==> src/rtl/reorder_buffer.sv <==
// reorder_buffer: in-order retirement buffer for the Tomasulo RISC-V core.
// Allocates entries at tail, captures CDB results, and retires from head as
// single-cycle commit pulses. A mispredicted branch at the head flushes the
// whole buffer and raises clr_out with the redirect PC.
// Index 0 is the "no dependency" tag and is never allocated.
// Optional build macro: ROB_COMMIT_CNT_EN adds a free-running commit counter.
module reorder_buffer #(
  parameter int ROB_WIDTH = 4
) (
  input  logic                 clk_in,
  input  logic                 rst_in,
  input  logic                 rdy_in,
  input  logic                 issue_valid,
  input  logic [4:0]           issue_rd_id,
  input  logic                 issue_is_branch,
  input  logic                 issue_pred_taken,
  input  logic [31:0]          issue_alt_pc,
  output logic [ROB_WIDTH-1:0] issue_rob_idx,
  output logic                 rob_full,
  input  logic                 cdb_valid,
  input  logic [ROB_WIDTH-1:0] cdb_rob_idx,
  input  logic [31:0]          cdb_val,
  input  logic                 cdb_taken,
  input  logic [ROB_WIDTH-1:0] query_idx,
  output logic                 query_ready,
  output logic [31:0]          query_val,
  output logic                 rob_to_rf_commit,
  output logic [4:0]           rob_to_rf_reg_id,
  output logic [31:0]          rob_to_rf_reg_val,
  output logic [ROB_WIDTH-1:0] rob_to_rf_rob_idx,
  output logic                 clr_out,
  output logic [31:0]          clr_pc
`ifdef ROB_COMMIT_CNT_EN
  ,
  output logic [31:0]          commit_cnt
`endif
);

  localparam int DEPTH = 1 << ROB_WIDTH;
  localparam logic [ROB_WIDTH-1:0] CAP = '1;
  localparam logic [ROB_WIDTH-1:0] ONE = ROB_WIDTH'(1);

  // Pointer advance skips the reserved index 0.
  function automatic logic [ROB_WIDTH-1:0] ptr_inc(input logic [ROB_WIDTH-1:0] p);
    return (p == CAP) ? ONE : p + ONE;
  endfunction

  logic [DEPTH-1:0]     busy_q, busy_d, ready_q, ready_d;
  logic [DEPTH-1:0]     br_q, br_d, pred_q, pred_d, taken_q, taken_d;
  logic [4:0]           rd_q [DEPTH];
  logic [4:0]           rd_d [DEPTH];
  logic [31:0]          val_q [DEPTH];
  logic [31:0]          val_d [DEPTH];
  logic [31:0]          alt_q [DEPTH];
  logic [31:0]          alt_d [DEPTH];
  logic [ROB_WIDTH-1:0] head_q, head_d, tail_q, tail_d, count_q, count_d;
  logic                 commit_q, commit_d, clr_q, clr_d;
  logic [4:0]           reg_id_q, reg_id_d;
  logic [31:0]          reg_val_q, reg_val_d, clr_pc_q, clr_pc_d;
  logic [ROB_WIDTH-1:0] rob_idx_q, rob_idx_d;
  logic                 do_issue, do_commit, mispredict;

  assign issue_rob_idx     = tail_q;
  assign rob_full          = (count_q == CAP) && !clr_q;
  assign query_ready       = busy_q[query_idx] && ready_q[query_idx];
  assign query_val         = val_q[query_idx];
  assign rob_to_rf_commit  = commit_q;
  assign rob_to_rf_reg_id  = reg_id_q;
  assign rob_to_rf_reg_val = reg_val_q;
  assign rob_to_rf_rob_idx = rob_idx_q;
  assign clr_out           = clr_q;
  assign clr_pc            = clr_pc_q;

  // Next-state: issue at tail, CDB capture, in-order commit, mispredict flush.
  always_comb begin
    busy_d    = busy_q;
    ready_d   = ready_q;
    br_d      = br_q;
    pred_d    = pred_q;
    taken_d   = taken_q;
    rd_d      = rd_q;
    val_d     = val_q;
    alt_d     = alt_q;
    head_d    = head_q;
    tail_d    = tail_q;
    count_d   = count_q;
    commit_d  = commit_q;
    clr_d     = clr_q;
    reg_id_d  = reg_id_q;
    reg_val_d = reg_val_q;
    rob_idx_d = rob_idx_q;
    clr_pc_d  = clr_pc_q;
    do_issue   = 1'b0;
    do_commit  = 1'b0;
    mispredict = 1'b0;
    if (rdy_in) begin
      // Commit decisions use registered state, so a CDB write to the head
      // retires on the following edge at the earliest.
      do_commit  = busy_q[head_q] && ready_q[head_q];
      mispredict = do_commit && br_q[head_q] && (taken_q[head_q] != pred_q[head_q]);
      do_issue   = issue_valid && (count_q != CAP) && !clr_q;
      commit_d   = do_commit;
      clr_d      = mispredict;
      if (do_commit) begin
        // Branches never write the register file, so their rd goes out as 0.
        reg_id_d  = br_q[head_q] ? 5'd0 : rd_q[head_q];
        reg_val_d = val_q[head_q];
        rob_idx_d = head_q;
      end
      if (mispredict) clr_pc_d = alt_q[head_q];
      if (do_issue) begin
        busy_d[tail_q]  = 1'b1;
        ready_d[tail_q] = 1'b0;
        br_d[tail_q]    = issue_is_branch;
        pred_d[tail_q]  = issue_pred_taken;
        rd_d[tail_q]    = issue_rd_id;
        alt_d[tail_q]   = issue_alt_pc;
        tail_d          = ptr_inc(tail_q);
      end
      if (cdb_valid && (cdb_rob_idx != '0) && busy_q[cdb_rob_idx]) begin
        val_d[cdb_rob_idx]   = cdb_val;
        taken_d[cdb_rob_idx] = cdb_taken;
        ready_d[cdb_rob_idx] = 1'b1;
      end
      if (do_commit) begin
        busy_d[head_q] = 1'b0;
        head_d         = ptr_inc(head_q);
      end
      case ({do_issue, do_commit})
        2'b10:   count_d = count_q + ONE;
        2'b01:   count_d = count_q - ONE;
        default: count_d = count_q;
      endcase
      if (mispredict) begin
        busy_d  = '0;
        ready_d = '0;
        head_d  = ONE;
        tail_d  = ONE;
        count_d = '0;
      end
    end
  end

  // Control state and registered commit/flush outputs, async reset.
  always_ff @(posedge clk_in or posedge rst_in) begin
    if (rst_in) begin
      busy_q    <= '0;
      ready_q   <= '0;
      head_q    <= ONE;
      tail_q    <= ONE;
      count_q   <= '0;
      commit_q  <= 1'b0;
      clr_q     <= 1'b0;
      reg_id_q  <= '0;
      reg_val_q <= '0;
      rob_idx_q <= '0;
      clr_pc_q  <= '0;
    end else begin
      busy_q    <= busy_d;
      ready_q   <= ready_d;
      head_q    <= head_d;
      tail_q    <= tail_d;
      count_q   <= count_d;
      commit_q  <= commit_d;
      clr_q     <= clr_d;
      reg_id_q  <= reg_id_d;
      reg_val_q <= reg_val_d;
      rob_idx_q <= rob_idx_d;
      clr_pc_q  <= clr_pc_d;
    end
  end

  // Entry payload; only meaningful while busy, so it carries no reset.
  always_ff @(posedge clk_in) begin
    br_q    <= br_d;
    pred_q  <= pred_d;
    taken_q <= taken_d;
    rd_q    <= rd_d;
    val_q   <= val_d;
    alt_q   <= alt_d;
  end

`ifdef ROB_COMMIT_CNT_EN
  logic [31:0] cnt_q, cnt_d;
  assign commit_cnt = cnt_q;

  // Counts every commit pulse, flushing branches included; wraps naturally.
  always_comb begin
    cnt_d = cnt_q + {31'd0, do_commit};
  end

  // Commit counter register; survives clr_out, cleared only by reset.
  always_ff @(posedge clk_in or posedge rst_in) begin
    if (rst_in) cnt_q <= '0;
    else        cnt_q <= cnt_d;
  end
`endif

endmodule

==> config.mk <==
export PLATFORM = sky130hd
export DESIGN_NAME = reorder_buffer
export DESIGN_NICKNAME = d
export VERILOG_FILES = /design/src/rtl/reorder_buffer.sv
export SDC_FILE = /design/constraint.sdc
export NUM_CORES = 1
export LEC_CHECK = 0
export BUFFER_PORTS_ARGS = -buffer_cell sky130_fd_sc_hd__buf_2
export CAP_MARGIN = 20
export CORE_MARGIN = 4
export CORE_UTILIZATION = 45
export CTS_BUF_LIST = sky130_fd_sc_hd__clkbuf_4 sky130_fd_sc_hd__clkbuf_8 sky130_fd_sc_hd__clkbuf_16
export CTS_CLUSTER_DIAMETER = 30
export DETAILED_ROUTE_END_ITERATION = 16
export GPL_TIMING_DRIVEN = 0
export PLACE_DENSITY = 0.58
export SYNTH_ARGS = -nofsm -noshare
export SYNTH_HDL_FRONTEND = slang
export SYNTH_SLANG_ARGS = --single-unit
==> constraint.sdc <==
create_clock -name clk_in -period 7.1 [get_ports clk_in]
set_clock_uncertainty 0.2 [all_clocks]
set_input_delay 1.42 -clock clk_in [delete_from_list [all_inputs] [get_ports clk_in]]
set_output_delay 1.42 -clock clk_in [all_outputs]
set_load 0.01 [all_outputs]
==> metrics.md <==
| Metric | Value |
|---|---|
| Logic pwr share | 18.7% |
| Routed Antenna Nets | 0 |
| Via count | 27988 |
| H-tree level count | 5 |
| Netlist cell types | 53 |
| Leak Pwr | 23.07 nW |
| # clock sinks | 1271 |
| CTS tree | yes |
| Final HPWL DP | 91.87 mm |
| RePlAce Congestion | 0.7955 |
| Crit Path Max Fanout | 10 |
| Minimum clock period | 6.313 ns |
| Tot Pwr | 27.21 mW |
| Clock transition at path regs | 0.04 ns |
| Post-synth top cells | edfxtp_1 (1152), mux4_2 (530), nand2_1 (133) |
| Status | finished clean |
| Power per cell area | 406.6 mW/mm2 |
| # setup viols final | 0 |
| Layout cells sized above 1 | 43.54% |
| Number of synthesized register bits | 1271 |
| Unrepaired setup endpoints after global routing | false |
| Rel. slew slack | 22.24% |
| # port buffers | 191 |
| Final WL | 146.9 mm |
| DR iter-0 viols | 2891 |
| Antenna violations before repair | 24 |
| Tcrit/Tclk final | 88.91% |
| Clock Power Share | 48.8% |
| Post-CTS Setup Bufs | 0 |
| Fmax | 158.4 MHz |
| Post-Syn Area | 0.05244 mm2 |
| GRT Util Overall | 24.43% |
| Synthesized area per cell | 22.44 um2 |
| Grt total ovfl | 0 |
| Die Width | 349.4 um |
| Cell Area, Placed | 0.05692 mm2 |
| Die Y | 349.4 um |
| Async set or reset register ratio after synthesis | 9.363% |
| Post-synth EDFFs | 1152 |
| I/O pin count | 198 |
| Critical Path RT | 5.48 ns |
| Layout net count | 3030 |
| Yosys warnings | 0 |
| CP Class | in2out |
| Routed wire per std cell | 31.50 um |
| Die ar. | 0.1221 mm2 |
| Synth area leaders | edfxtp_1 (66%), mux4_2 (23%), dfrtp_1 (5.6%) |
| Initial core utilization | 45.61% |
| Hold WC Path Type | reg2reg |
| Vias per cell | 6.002 |
| Num CTS Buffers | 290 |
| CTS resizes | 0 |
| Core Region | 0.1150 mm2 |
| Synth top area share | 65.97% |
| Filler cells | 8235 |
| Most common cell in the netlist | edfxtp_1 |
| CP Launch Type | input port |
| DRC viols | 0 |
| Slew Limit Fails | 0 |
| Hold Violations, Final | 0 |
| Area Overhead vs Synth | 27.58% |
| Post-synth top area cell | edfxtp_1 |
| Largest net degree at the start of global routing | 76 |
| Top_reg_cell synth | edfxtp_1 |
| Max Cap Viol | 0 |
| Register area share after synthesis | 71.65% |
| Worst-Skew Late Latency | 0.87 ns |
| Global-route wire length before repair | 211.0 mm |
| Worst EP arrival | 4.69 ns |
| Net Switching | 6.918 mW |
| Sequential share of power | 32.5% |
| Total negative slack | 0 ns |
| Vias in the first global route | 30191 |
| Clk buf depth | 4 |
| Worst VDD drop | 0.3119 mV |
| Hold_buf cts | 0 |
| Pre-antenna DRT Iters | 5 |
| Mapped Cells | 2337 |
| Switching share of total power | 25.43% |
| Crit. End Element | primary output |
| Post-route cell area | 0.06690 mm2 |
| Worst-Margin Slew | 1.166 ns |
| FP Rows | 124 |
| Clk root buf | clkbuf_16 |
| Pint | 20.29 mW |
## stage by stage
step | instances | hold WS [ns] | utilization (%) | setup WS [ns]
floorplan | 2369 | 0.2826 | - | 1.746
global route | 4654 | 0.2856 | 58.18 | 0.7072
detailed placement | 4143 | 0.2580 | 49.51 | 0.7373
global placement | 4072 | 0.2571 | 48.19 | -2.421
CTS | 4644 | 0.2717 | 58.04 | 0.7506
finish | 4663 | 0.2641 | 58.20 | 0.7873
## cell type report
class                           count  area (um2)  area share (%)
Antenna cell                        9       22.52         0.03366
Buffer                            150       643.1          0.9613
Clock buffer                      338        7802           11.66
Clock inverter                    163        2004           2.996
Inverter                           27       121.4          0.1814
Multi-Input combinational cell    921       14370           21.48
Sequential cell                  1271       37570           56.16
Tap cell                         1512        1892           2.828
Timing Repair Buffer              272        2476           3.701
## metal layers
metal	GRT usage, %	wire (um)	part of all wire (%)	up-vias
met5	0	89	0.061	-
met4	9.161	4983	3.4	14
met3	6.337	12160	8.3	370
met2	40.76	73920	50	1376
met1	31.14	55750	38	14910
li1	-	-	-	11318
## logic make-up (layout without fill, tap and decap cells)
kind of cell    Yosys count  after routing  share of synthesized area [%]
flops                  1271           1271                          71.65
mux                     567            567                          23.69
simple gates            231            231                          1.828
buf+inv                 177            950                          1.424
compound gates           73             73                          1.028
fa+ha+maj                12             12                         0.2863
xor+xnor                  5              5                        0.08353
other cells               1             42                       0.007151
## power groups by stage
stage | Sequential, mW | Combinational, mW | Clock, mW
3_3_place_gp | 8.95 | 4.84 | 0
6_report | 8.84 | 5.10 | 13.3
5_1_grt | 8.86 | 5.41 | 13.9
4_1_cts | 8.83 | 5.12 | 13.4
2_1_floorplan | 8.94 | 3.23 | 0
3_5_place_dp | 8.96 | 5.10 | 0
## worst max-delay path, cell delays in order
cell and delay [ns]:
clkbuf_1 0.29, clkbuf_1 0.72, buf_1 0.88, mux4_2 0.62, mux4_2 0.57, buf_2 0.18
## registers in the layout, indices dropped and copies added (netlist names)
register / count
rob_to_rf_reg_id: 5
pred_q: 16
taken_q: 16
busy_q: 16
head_q: 4
clr_pc: 32
clr_out: 1
rob_to_rf_commit: 1
count_q: 4
val_q: 512
alt_q: 512
issue_rob_idx: 4
rob_to_rf_reg_val: 32
rob_to_rf_rob_idx: 4
br_q: 16
rd_q: 80
ready_q: 16
## layout by cell type (no fill, tap or decap), types with 39 or more instances in the layout
cell type,synthesis,routed
nand2_1,133,133
buf_1,55,55
dfrtp_1,117,117
edfxtp_1,1152,1152
mux4_2,530,530
buf_8,1,41
buf_2,17,208
clkbuf_1,72,72
nor2_1,59,43
bufinv_16,0,39
clkbuf_16,0,297
## path summary, 6_finish.rpt
kind / start / to / slack, ns / cells past startpoint
setup reg to reg: head_q[1] / rob_to_rf_reg_val[0] / 2.61 / 8
hold reg to reg: rob_to_rf_reg_val[7] / rob_to_rf_reg_val[7] / 0.26 / 2
min in group asynchronous: rst_in / clr_pc[11] / 0.42 / 2
max in group asynchronous: rst_in / clr_pc[24] / 5.33 / 3
setup / recovery: query_idx[0] / query_val[29] / 0.79 / 6
hold / removal: rob_to_rf_reg_val[7] / rob_to_rf_reg_val[7] / 0.26 / 2
(Power assumes the default switching activity.)
